--- config.mk ---
export PLATFORM = sky130hd
export DESIGN_NAME = fp16_dot_sequencer
export DESIGN_NICKNAME = d
export VERILOG_FILES = /design/src/rtl/fp16_dot_sequencer.sv
export SDC_FILE = /design/constraint.sdc
export NUM_CORES = 1
export LEC_CHECK = 0
export CAP_MARGIN = 25
export CELL_PAD_IN_SITES_DETAIL_PLACEMENT = 0
export CELL_PAD_IN_SITES_GLOBAL_PLACEMENT = 1
export CORE_MARGIN = 2
export CORE_UTILIZATION = 28
export DETAILED_ROUTE_END_ITERATION = 12
export PLACE_DENSITY = 0.84
export RECOVER_POWER = 25
export SYNTH_ARGS = -nofsm -noshare
export SYNTH_HDL_FRONTEND = slang
export SYNTH_SLANG_ARGS = --single-unit
--- constraint.sdc ---
create_clock -name clk -period 3 [get_ports clk]
set_input_delay 0.6 -clock clk [delete_from_list [all_inputs] [get_ports clk]]
set_output_delay 0.6 -clock clk [all_outputs]
set_load 0.01 [all_outputs]
--- src/rtl/fp16_dot_sequencer.sv ---
// FP16 dot-product sequencer: drives external combinational multiplier/adder units, owns acc/count/FSM.
// Optional FP16_ZERO_SKIP_EN: pairs with a +/-0 operand bypass the multiply/accumulate steps.
module fp16_dot_sequencer #(
  parameter int LEN_W = 8
) (
  input  logic             clk,
  input  logic             rst,
  input  logic             start,
  input  logic [LEN_W-1:0] len,
  input  logic             in_valid,
  output logic             in_ready,
  input  logic [15:0]      in_a,
  input  logic [15:0]      in_b,
  output logic [15:0]      mul_a,
  output logic [15:0]      mul_b,
  input  logic [15:0]      mul_p,
  output logic [15:0]      add_a,
  output logic [15:0]      add_b,
  input  logic [15:0]      add_sum,
  output logic             out_valid,
  input  logic             out_ready,
  output logic [15:0]      out_data,
  output logic             busy
);

  typedef enum logic [2:0] {
    IDLE = 3'd0,
    RUN  = 3'd1,
    MUL  = 3'd2,
    ACC  = 3'd3,
    DONE = 3'd4
  } state_t;

  localparam logic [LEN_W-1:0] ONE = LEN_W'(1);

  state_t           state, state_next;
  logic [15:0]      op_a, op_a_next;
  logic [15:0]      op_b, op_b_next;
  logic [15:0]      prod, prod_next;
  logic [15:0]      acc, acc_next;
  logic [LEN_W-1:0] count, count_next;
  logic             zero_pair;

`ifdef FP16_ZERO_SKIP_EN
  assign zero_pair = (in_a[14:0] == 15'h0000) || (in_b[14:0] == 15'h0000);
`else
  assign zero_pair = 1'b0;
`endif

  always_ff @(posedge clk or posedge rst) begin
    if (rst) begin
      state <= IDLE;
      op_a  <= 16'h0000;
      op_b  <= 16'h0000;
      prod  <= 16'h0000;
      acc   <= 16'h0000;
      count <= '0;
    end else begin
      state <= state_next;
      op_a  <= op_a_next;
      op_b  <= op_b_next;
      prod  <= prod_next;
      acc   <= acc_next;
      count <= count_next;
    end
  end

  always_comb begin
    state_next = state;
    op_a_next  = op_a;
    op_b_next  = op_b;
    prod_next  = prod;
    acc_next   = acc;
    count_next = count;
    case (state)
      IDLE: begin
        if (start) begin
          acc_next = 16'h0000;
          if (len != '0) begin
            count_next = len;
            state_next = RUN;
          end else begin
            state_next = DONE;
          end
        end
      end
      RUN: begin
        if (in_valid) begin
          op_a_next = in_a;
          op_b_next = in_b;
          if (zero_pair) begin
            // skipped pair still consumes one element of the vector
            count_next = count - ONE;
            state_next = (count == ONE) ? DONE : RUN;
          end else begin
            state_next = MUL;
          end
        end
      end
      MUL: begin
        prod_next  = mul_p;
        state_next = ACC;
      end
      ACC: begin
        acc_next   = add_sum;
        count_next = count - ONE;
        state_next = (count == ONE) ? DONE : RUN;
      end
      DONE: begin
        if (out_ready) begin
          state_next = IDLE;
        end
      end
      default: state_next = IDLE;
    endcase
  end

  assign in_ready  = (state == RUN);
  assign out_valid = (state == DONE);
  assign busy      = (state != IDLE);
  assign mul_a     = op_a;
  assign mul_b     = op_b;
  assign add_a     = acc;
  assign add_b     = prod;
  assign out_data  = acc;

endmodule

# --- After elaboration in Yosys (flattened, before gate mapping) ---
# Cells that the tools add are included.
totals:
  elab_cells: 35
  output_inout_bits: 83
  ff_bits: 75
  input_bits: 77
op_classes:
  n_addsub: 1
  mux: 11
  n_reduce_logical: 8
  n_eq_ne: 9
op_table:
  columns: ["operator", "count"]
  rows:
  - ["$pmux 16 s2", 1]
  - ["$mux 16", 1]
  - ["$mux 8", 2]
  - ["$pmux 8 s2", 1]
  - ["$mux 3", 5]
  - ["$pmux 3 s5", 1]
  - ["$eq 8x1->1 const B", 1]
  - ["$reduce_bool 8->1", 1]
  - ["$sub 8x1->8 const B", 1]
  - ["$eq 3x2->1 const B", 2]
  - ["$ne 2x2->1 const B", 3]
  - ["$reduce_and 3->1", 2]
  - ["$reduce_and 2->1", 2]
  - ["$eq 3x1->1 const B", 1]
  - ["$eq 3x3->1 const B", 1]
  - ["$logic_not 3->1", 1]
  - ["$reduce_bool 3->1", 1]
  - ["$ne 2x1->1 const B", 1]
  - ["$reduce_bool 2->1", 1]

# --- Longest topological paths before layout ---
# Gate-level depths: netlist (run 1).
logic_depth:
  ltp_word: 4
  mapped_depth: 7
  ltp_nobuf: 6

# --- Worst setup path before layout (run 1) ---
# No wires, ideal clock.
synth_timing:
  kind: "reg-to-reg"
  from: "register state[2]"
  to: "register op_a[0], in the netlist mul_a[0]"
  setup_slack_ps: 1214
  required_time_ps: 2872
  arrival_ps: 1658
  synth_period_minus_slack_ps: 1786
  path_stages_with_launch: 7
  setup_ps: 128
  path_buffers: 3
  cell_sequence: "dfrtp_1 > buf_2 > nor3b_1 > and2_1 > buf_2 > buf_4 > mux2_1"
synth_via:
  elab_chain_len: 2
synth_rtl:
  columns: ["element", "line", "text"]
  rows:
  - ["from (decl)", "36", "state_t state, state_next;"]
  - ["from (signal assigned)", "59", "state <= state_next;"]
  - ["$eq 3x1->1", null, null]
  - ["via in_ready", "11", "output logic in_ready,"]
  - ["$reduce_and 2->1 (no line)", null, null]
  - ["to (signal assigned)", "60", "op_a <= op_a_next;"]
  - ["to (decl)", "37", "logic [15:0] op_a, op_a_next;"]
# The timed path passes the listed nets, and every way through them passes these cells.
# A chain may end at the register's enable or synchronous reset.

# --- Final worst setup path (run 1) ---
layout_timing:
  from: "register state[0]"
  to: "output in_ready"
layout_via:
  elab_chain_len: 1
layout_rtl:
  columns: ["element", "line", "text"]
  rows:
  - ["$eq 3x1->1", "118", "assign in_ready = (state == RUN);"]
  - ["to (decl)", "11", null]
# No other way between the ends.

==> metrics.yaml, run 1 <==
logic_synthesis:
  synth_ff_type: "dfrtp_1"
  netlist_area_mm2: 0.00325
  yosys_warnings: 0
  seq_area_frac_synth_pct: 57.7
  synth-seq-cells: 75
  synthCells: 239
  yosysUniqueCellTypes: 43
  postSynthAreaPerCell_um2: 13.6
  synthArstFlopShare_pct: 100
  synth.net_count: 318
  synth_edf_count: 0
worst_setup_path:
  r2r-end: "mul_b[10]$_DFFE_PP0P_"
  worst_r2r_path_depth: 4
  crit_path_max_incr_delay_ns: 0.60
  r2r_slack_ns: 1.09
  r2r_start: "state[0]$_DFFE_PP0P_"
  cp-start-kind: "register"
  crit_fanout: 12
  crit_path_end_kind: "primary output"
  crit_required_ns: 2.40
  path_class: "register to primary output"
  crit_slowest_cell: "clkdlybuf4s50_1"
  worstPathArrival_ns: 1.79
  crit_chain: "nor3b_1, clkdlybuf4s50_1"
power:
  p_total_w: 0.00543
  p_leak_nw: 2.14
  p_per_area_mw_per_mm2: 1040
  peakVddDrop_mv: 0.462
die:
  die_w_um: 112
  die_area_mm2: 0.0125
  ios: 160
  die_y_um: 112
  core-area_mm2: 0.0114
  initial_utilization_pct: 28.6
  rows: 39
global_routing:
  gr-total-overflow: 0
  grt_pass1_vias: 2580
  grt_util_all_layers_pct: 13.6
  grt_first_pass_wirelength_mm: 13.6
  grt_start_max_net_pins: 43
  antenna_found_initial: 0
timing:
  setup_violations: 0
  fmax_mhz: 419
  setup-tns-final_ns: 0
  relSlewSlack_pct: 33.7
  finalWorstPathRequiredPeriod_ns: 2.39
  rsz0062_at_grt: "no"
  worstMarginPinSlew_ns: 0.995
  fin_crit_sh_pct: 79.5
  whs_ns: 0.480
  maxSlewViolCount: 0
  hold_viol_final: 0
  worst_clock_skew_ns: 0.00522
clock_network:
  hold_buffers: 0
  cts_buffer_depth: 2
  cts_tree: "yes"
  cts_buffers: 9
  clock_latency_ns: 0.32
  clkSinkCount: 75
  cts_setup_buffers: 0
  htreeDepth: 3
  cts-root-buf: "clkbuf_16"
  post_cts_resize_count: 0
  clkTransAtPathRegs_ns: 0.05
worst_hold_path:
  hp-class: "register to register"
  min_from: "add_b[7]$_DFFE_PP0N_"
  worstHoldPathCells: 1
  holdPathEnd: "add_b[7]$_DFFE_PP0N_"
final_layout:
  diodes: 0
  layout.nets: 464
  area.sequential_mm2: 0.00188
  multiInputGateArea_mm2: 0.00116
  fillCellCount: 1054
  stdcell_area_mm2: 0.00520
  drive_gt1_share_pct: 8.51
  areaGrowthSynthToFinish_pct: 59.7
drt:
  via_per_inst: 4.66
  num_vias: 2477
  drtAntennaViolNets: 0
  wl_per_cell_um: 15.6
  finalWirelength_mm: 8.30
  drt_iter0_markers: 89
  drtPass1Iterations: 4
  drc_errors: 0
placement:
  place_hpwl_mm: 6.27
  placed_cell_area_mm2: 0.00487
  port_buffers: 159
  gp_congestion: 0.887
status:
  outcome: "finished, final reports clean"
run:
  cap_viol_max_count: 0
-- kinds of logic (layout without fill, tap and decap cells) --
logic type,Yosys count,after routing,synth area share [%]
DFF,75,75,57.7
buffers and inverters,35,184,6.57
and+or+nand+nor,34,34,7.11
AOI/OAI and AO/OA,41,41,10.0
xor gates and xnor gates,1,1,0.269
adders and majority gates,2,2,0.769
muxes,51,51,17.6
-- sequential cells by signal (all words and copies together) (netlist names) --
register / flops
add_a: 16
add_b: 16
mul_a: 16
mul_b: 16
count: 8
state: 3
-- cell usage in the layout, fill, tap and decap left out, drive strengths merged, types with 4 or more instances in the layout --
| cell type | instances |
|---|---|
| clkdlybuf4s50 | 157 |
| mux2 | 49 |
| buf | 4 |
| a22o | 16 |
| nand2 | 4 |
| a21oi | 6 |
| nor2 | 6 |
| dfrtp | 75 |
| inv | 6 |
| clkbuf | 10 |
| o21ai | 4 |
| nor3 | 4 |
-- final cells by class --
cell class / count / share of cell area [%]
Multi-Input combinational cell: 129 / 22.4
Clock inverter: 5 / 2.00
Inverter: 6 / 0.433
Timing Repair Buffer: 164 / 31.3
Clock buffer: 9 / 4.33
Tap cell: 143 / 3.44
Sequential cell: 75 / 36.1
-- metrics by stage --
stage | std cells | util, % | setup slack [ns]
after floorplan | 239 | - | 0.490
after global placement | 517 | 42.8 | 0.659
after detailed placement | 517 | 42.8 | 0.587
final | 531 | 45.7 | 0.615
after global routing | 531 | 45.7 | 0.483
after CTS | 531 | 45.7 | 0.580
-- how the worst max path moves through the flow --
stage	from	end	slack (ns)	depth (start not counted)
2_1_floorplan	rst	add_a[0]$_DFFE_PP0P_	0.49	1
3_3_place_gp	len[6]	count[1]$_DFFE_PP0P_	0.66	5
3_5_place_dp	len[6]	count[1]$_DFFE_PP0P_	0.59	5
4_1_cts	state[0]$_DFFE_PP0P_	in_ready	0.58	2
5_1_grt	state[0]$_DFFE_PP0P_	in_ready	0.48	2
6_report	state[0]$_DFFE_PP0P_	in_ready	0.61	2
-- worst max-delay path: cells and delay by family, from the launching register on --
| family | cells | cell delay [ns] |
|---|---|---|
| AND/OR/NAND/NOR | 1 | 0.30 |
| buffers and inverters | 1 | 0.60 |
| flip-flops | 1 | 0.56 |
-- where the power goes --
part	internal (W)	switching [W]	leakage [nW]
clock	0.000802	0.000389	0.161
combinational	0.00144	0.000953	1.08
sequential	0.00150	0.000334	0.903
total	0.00375	0.00168	2.14
-- metal layers --
metal / share of wire [%] / vias up / track usage [%]
li1: - / 1144 / -
met1: 41 / 1240 / 16.3
met2: 52 / 86 / 23.7
met3: 5.7 / 7 / 4.14
met4: 1.0 / 0 / 4.28
met5: 0 / - / 0
-- cells in the mapped netlist, drive strengths merged, types with 2 or more instances --
cell type | n | area share [%]
a211oi | 3 | 0.69
mux2 | 49 | 17
nor3b | 3 | 0.69
o21ai | 4 | 0.61
nor4 | 2 | 0.77
inv | 6 | 0.69
dfrtp | 75 | 58
nand2 | 4 | 0.46
a21oi | 6 | 0.92
nor2b | 2 | 0.38
nand3b | 2 | 0.46
and3 | 2 | 0.38
a22o | 16 | 4.3
nor2 | 6 | 0.92
mux2i | 2 | 0.62
ha | 2 | 0.77
nand3 | 2 | 0.31
o2bb2ai | 2 | 0.54
nor3 | 4 | 0.62
buf | 28 | 5.8
Note: power is estimated with default switching activity, not from simulation.
==> run 2: changes to the inputs <==
--- a/config.mk
+++ b/config.mk
@@ -11,7 +11,7 @@
 export CORE_MARGIN = 2
 export CORE_UTILIZATION = 28
 export DETAILED_ROUTE_END_ITERATION = 12
-export PLACE_DENSITY = 0.84
+export PLACE_DENSITY = 0.87
 export RECOVER_POWER = 25
 export SYNTH_ARGS = -nofsm -noshare
 export SYNTH_HDL_FRONTEND = slang
==> constraint.sdc (replaced) <==
create_clock -name clk -period 2.11 [get_ports clk]
set_input_delay 0.422 -clock clk [delete_from_list [all_inputs] [get_ports clk]]
set_output_delay 0.422 -clock clk [all_outputs]
set_load 0.01 [all_outputs]
==> run 2 against run 1 <==
  * Clock power up 33%
  * Cell count up 1.7%
  * First-iteration DRC count up 18%
  * Design area up 1.3%
  * Register-to-register slack worse by 0.81 ns
  * Total power up 41%
  * Critical endpoint is now busy
  * Largest cell class unchanged
==> metrics.yaml, run 2 (synthesis results as in run 1) <==
timing:
  rsz0062_at_grt: "no"
  relSlewSlack_pct: 31.6
  setup-tns-final_ns: 0
  maxSlewViolCount: 0
  fmax_mhz: 498
  worst_clock_skew_ns: 0.00346
  setup_violations: 0
  fin_crit_sh_pct: 95.1
  worstMarginPinSlew_ns: 1.03
  hold_viol_final: 0
  finalWorstPathRequiredPeriod_ns: 2.01
worst_setup_path:
  worstPathArrival_ns: 1.59
  cp-start-kind: "register"
  crit_slowest_cell: "dfrtp_2"
  crit_path_max_incr_delay_ns: 0.43
  crit_path_end_kind: "primary output"
  path_class: "register to primary output"
  crit_required_ns: 1.69
  crit_chain: "buf_4, or3_1, dlygate4sd2_1"
  crit_fanout: 7
placement:
  gp_congestion: 0.864
  dp_cells: 522
  placed_cell_area_mm2: 0.00494
  place_hpwl_mm: 6.25
  port_buffers: 159
clock_network:
  clkTransAtPathRegs_ns: 0.06
  cts_buffer_depth: 2
  cts_buffers: 9
  htreeDepth: 3
  cts-root-buf: "clkbuf_16"
  clkSinkCount: 75
  clock_latency_ns: 0.33
  cts_tree: "yes"
  hold_buffers: 0
die:
  core-area_mm2: 0.0114
  ios: 160
  die_y_um: 112
  die_w_um: 112
  initial_utilization_pct: 28.6
  rows: 39
  die_area_mm2: 0.0125
drt:
  finalWirelength_mm: 8.41
  drt_iter0_markers: 105
  drtAntennaViolNets: 0
  drc_errors: 0
  drtPass1Iterations: 4
  wl_per_cell_um: 15.6
  via_per_inst: 4.61
  num_vias: 2487
final_layout:
  drive_gt1_share_pct: 11.8
  multiInputGateArea_mm2: 0.00117
  diodes: 0
  layout.nets: 471
  area.sequential_mm2: 0.00188
  stdcell_area_mm2: 0.00527
  fillCellCount: 1042
  fin_cells: 540
  final_cell_mix: "clkdlybuf4s50_1 (155), dfrtp_1 (72), mux2_1 (43)"
  layout_commonest_cell: "clkdlybuf4s50_1"
  areaGrowthSynthToFinish_pct: 61.8
global_routing:
  grt_first_pass_wirelength_mm: 13.4
  grt_pass1_vias: 2552
  antenna_found_initial: 0
  gr-total-overflow: 0
  grt_start_max_net_pins: 76
  grt_util_all_layers_pct: 13.8
worst_hold_path:
  hp-class: "register to register"
status:
  outcome: "finished, final reports clean"
power:
  p_leak_nw: 2.19
  p_per_area_mw_per_mm2: 1460
  peakVddDrop_mv: 0.667
run:
  cap_viol_max_count: 0
-- run 2: stage by stage --
| stage | utilization (%) | hold WS [ns] | setup slack (ns) | power [W] |
|---|---|---|---|---|
| global placement | 43.4 | 0.467 | 0.102 | 0.00603 |
| detailed placement | 43.4 | 0.474 | 0.109 | 0.00616 |
| floorplan | - | 0.479 | 0.324 | 0.00430 |
| CTS | 46.4 | 0.486 | 0.00177 | 0.00780 |
| finish | 46.3 | 0.485 | 0.102 | 0.00767 |
| global route | 46.3 | 0.496 | 0.0403 | 0.00816 |
-- run 2: area by class of cell --
cell class | count | area share, %
Clock inverter | 5 | 1.16
Clock buffer | 11 | 4.80
Multi-Input combinational cell | 129 | 22.2
Timing Repair Buffer | 171 | 32.2
Tap cell | 143 | 3.40
Inverter | 6 | 0.499
Sequential cell | 75 | 35.7
-- run 2: path summary, 6_finish.rpt --
path,cells after the start,slack (ns),from,end
worst max-delay path,3,0.10,state[1]$_DFFE_PP0P_,busy
worst min-delay path,1,0.48,mul_a[9]$_DFFE_PP0P_,mul_a[9]$_DFFE_PP0P_
worst max register to register,4,0.28,state[1]$_DFFE_PP0P_,add_a[0]$_DFFE_PP0P_
worst min register to register,1,0.48,mul_a[9]$_DFFE_PP0P_,mul_a[9]$_DFFE_PP0P_
max in group asynchronous,3,0.48,rst,state[2]$_DFFE_PP0P_
min in group asynchronous,3,0.94,rst,add_b[1]$_DFFE_PP0N_
-- run 2: metal layers --
layer  GRT usage, %  vias to the layer above  wire (um)
li1               -                     1154          -
met1           16.2                     1223       3450
met2           22.8                       93       4210
met3           3.92                       17        507
met4           7.65                        0        238
met5              0                        -          0
-- run 2: power breakdown --
group | internal [W] | switching, W | total, W
logic | 0.00212 | 0.00139 | 0.00350
clock network | 0.000981 | 0.000598 | 0.00158
registers | 0.00214 | 0.000447 | 0.00259
-- run 2: critical path: cells and delay by family (launching register included) --
family                 cells  cell delay, ns
buffers and inverters      2            0.47
and+or+nand+nor            1            0.36
DFF                        1            0.43
-- run 2: repair_timing --
item	4_1_cts	5_1_grt
endpoints found under the setup margin	3	2
gates resized for setup	3	4
buffers inserted	2	0
==> run 3: changes to the inputs <==
--- a/config.mk
+++ b/config.mk
@@ -12,7 +12,6 @@
 export CORE_UTILIZATION = 28
 export DETAILED_ROUTE_END_ITERATION = 12
 export PLACE_DENSITY = 0.87
-export RECOVER_POWER = 25
 export SYNTH_ARGS = -nofsm -noshare
 export SYNTH_HDL_FRONTEND = slang
 export SYNTH_SLANG_ARGS = --single-unit
==> constraint.sdc (replaced) <==
create_clock -name clk -period 2.11 [get_ports clk]
set_input_delay 0.211 -clock clk [delete_from_list [all_inputs] [get_ports clk]]
set_output_delay 0.211 -clock clk [all_outputs]
set_load 0.01 [all_outputs]
==> run 3 against run 2 <==
  * Cell count decreased by 0.74%
  * Largest cell class unchanged
  * Fmax is 1.3% higher
  * Total power down 0.31%
  * Critical path depth fell by 1
  * Highest routed layer unchanged
  * Sequential power is essentially flat
  * Clock skew up 0.0019 ns
  * Clock power about the same
==> metrics.yaml, run 3 (synthesis results as in run 1) <==
drt:
  via_per_inst: 4.56
  finalWirelength_mm: 8.01
  drt_iter0_markers: 95
  drc_errors: 0
  num_vias: 2444
  wl_per_cell_um: 14.9
  drtAntennaViolNets: 0
  drtPass1Iterations: 4
global_routing:
  grt_util_all_layers_pct: 13.1
  grt_pass1_vias: 2524
  antenna_found_initial: 0
  gr-total-overflow: 0
  grt_first_pass_wirelength_mm: 13.1
  grt_start_max_net_pins: 76
final_layout:
  fin_cells: 536
  diodes: 0
  final_cell_mix: "clkdlybuf4s50_1 (159), dfrtp_1 (74), mux2_1 (43)"
  drive_gt1_share_pct: 9.41
  layout_commonest_cell: "clkdlybuf4s50_1"
  areaGrowthSynthToFinish_pct: 60.9
  layout.nets: 467
worst_setup_path:
  cpLargestDelayFamily: "buffers and inverters"
  worstPathArrival_ns: 1.77
  crit_slowest_cell: "clkdlybuf4s50_1"
  crit_required_ns: 1.90
  cp_num_buf_inv: 1
  crit_fanout: 11
  crit_chain: "nor3b_1, clkdlybuf4s50_1"
  crit_path_end_kind: "primary output"
  path_class: "register to primary output"
  crit_path_max_incr_delay_ns: 0.62
  cp-start-kind: "register"
clock_network:
  cts-root-buf: "clkbuf_16"
  clock_latency_ns: 0.32
  cts_setup_buffers: 0
  hold_buffers: 0
  cts_tree: "yes"
  cts_buffers: 9
  htreeDepth: 3
  clkSinkCount: 75
  cts_buffer_depth: 2
  post_cts_resize_count: 0
  clkTransAtPathRegs_ns: 0.06
die:
  die_y_um: 112
  initial_utilization_pct: 28.6
  rows: 39
  die_area_mm2: 0.0125
  ios: 160
  die_w_um: 112
  core-area_mm2: 0.0114
placement:
  dp_cells: 520
  gp_congestion: 0.863
  place_hpwl_mm: 5.93
  port_buffers: 159
power:
  p_leak_nw: 2.14
  peakVddDrop_mv: 0.621
  p_per_area_mw_per_mm2: 1460
timing:
  rsz0062_at_grt: "no"
  setup-tns-final_ns: 0
  hold_viol_final: 0
  finalWorstPathRequiredPeriod_ns: 1.98
  relSlewSlack_pct: 53.2
  setup_violations: 0
  fmax_mhz: 505
  fin_crit_sh_pct: 93.9
  maxSlewViolCount: 0
  worst_clock_skew_ns: 0.00533
  worstMarginPinSlew_ns: 0.701
run:
  cap_viol_max_count: 0
status:
  outcome: "finished, final reports clean"
worst_hold_path:
  hp-class: "input pin to async pin"
==> run 3: cell types whose count changed in the layout (fill, tap and decap cells not counted), sizes merged <==
cell	delta
bufinv	+1
dlymetal6s2s	-2
clkinvlp	-1
clkdlybuf4s50	+4
clkinv	-1
dlygate4sd2	-1
buf	-3
dlygate4sd3	-1
==> run 3: path summary, 6_finish.rpt <==
| path | slack (ns) | from | cells after the start | endpoint |
|---|---|---|---|---|
| max in group asynchronous | 1.42 | rst | 3 | state[0]$_DFFE_PP0P_ |
| min in group clk | 0.48 | in_a[4] | 2 | mul_a[4]$_DFFE_PP0P_ |
| worst max register to register | 0.25 | state[2]$_DFFE_PP0P_ | 3 | add_a[1]$_DFFE_PP0P_ |
| worst min register to register | 0.48 | mul_b[15]$_DFFE_PP0P_ | 1 | mul_b[15]$_DFFE_PP0P_ |
| worst min-delay path | 0.34 | rst | 3 | add_b[9]$_DFFE_PP0N_ |
| worst max-delay path | 0.13 | state[1]$_DFFE_PP0P_ | 2 | in_ready |
==> run 3: cell type report <==
class	instances	area, um^2
fillers	1034	6130
flip-flops and latches	75	1880
repair buffers	167	1680
multi-input cells	129	1160
clock buffers	12	236
well taps	143	179
clock inverters	4	75.1
inverters	6	26.3
==> run 3: report_power, final <==
group	switching [W]	internal, W
logic	0.00135	0.00209
clock network	0.000560	0.00104
registers	0.000469	0.00214
total	0.00238	0.00527
==> run 3: worst min-delay path, stage by stage <==
cell and delay [ns]:
clkdlybuf4s50_1 0.44, clkinvlp_4 0.10, buf_12 0.34
==> run 3: per-stage QoR <==
step           hold WS, ns  cell area (um^2)  power [W]  util [%]  setup slack, ns
4_1_cts              0.364              5230    0.00777      46.0           0.0460
3_5_place_dp         0.474              4920    0.00612      43.3            0.213
2_1_floorplan        0.315              3260    0.00430         -            0.324
3_3_place_gp         0.467              4920    0.00603      43.3            0.238
5_1_grt              0.384              5240    0.00812      46.0           0.0112
6_report             0.343              5240    0.00765      46.0            0.129
==> run 3: layer usage <==
metal	share of wire [%]	GRT usage [%]	vias to the layer above
met2	52	21.6	83
met3	5.3	3.81	9
met1	42	16.7	1199
met5	0	0	-
met4	0.97	3.87	0
li1	-	-	1153
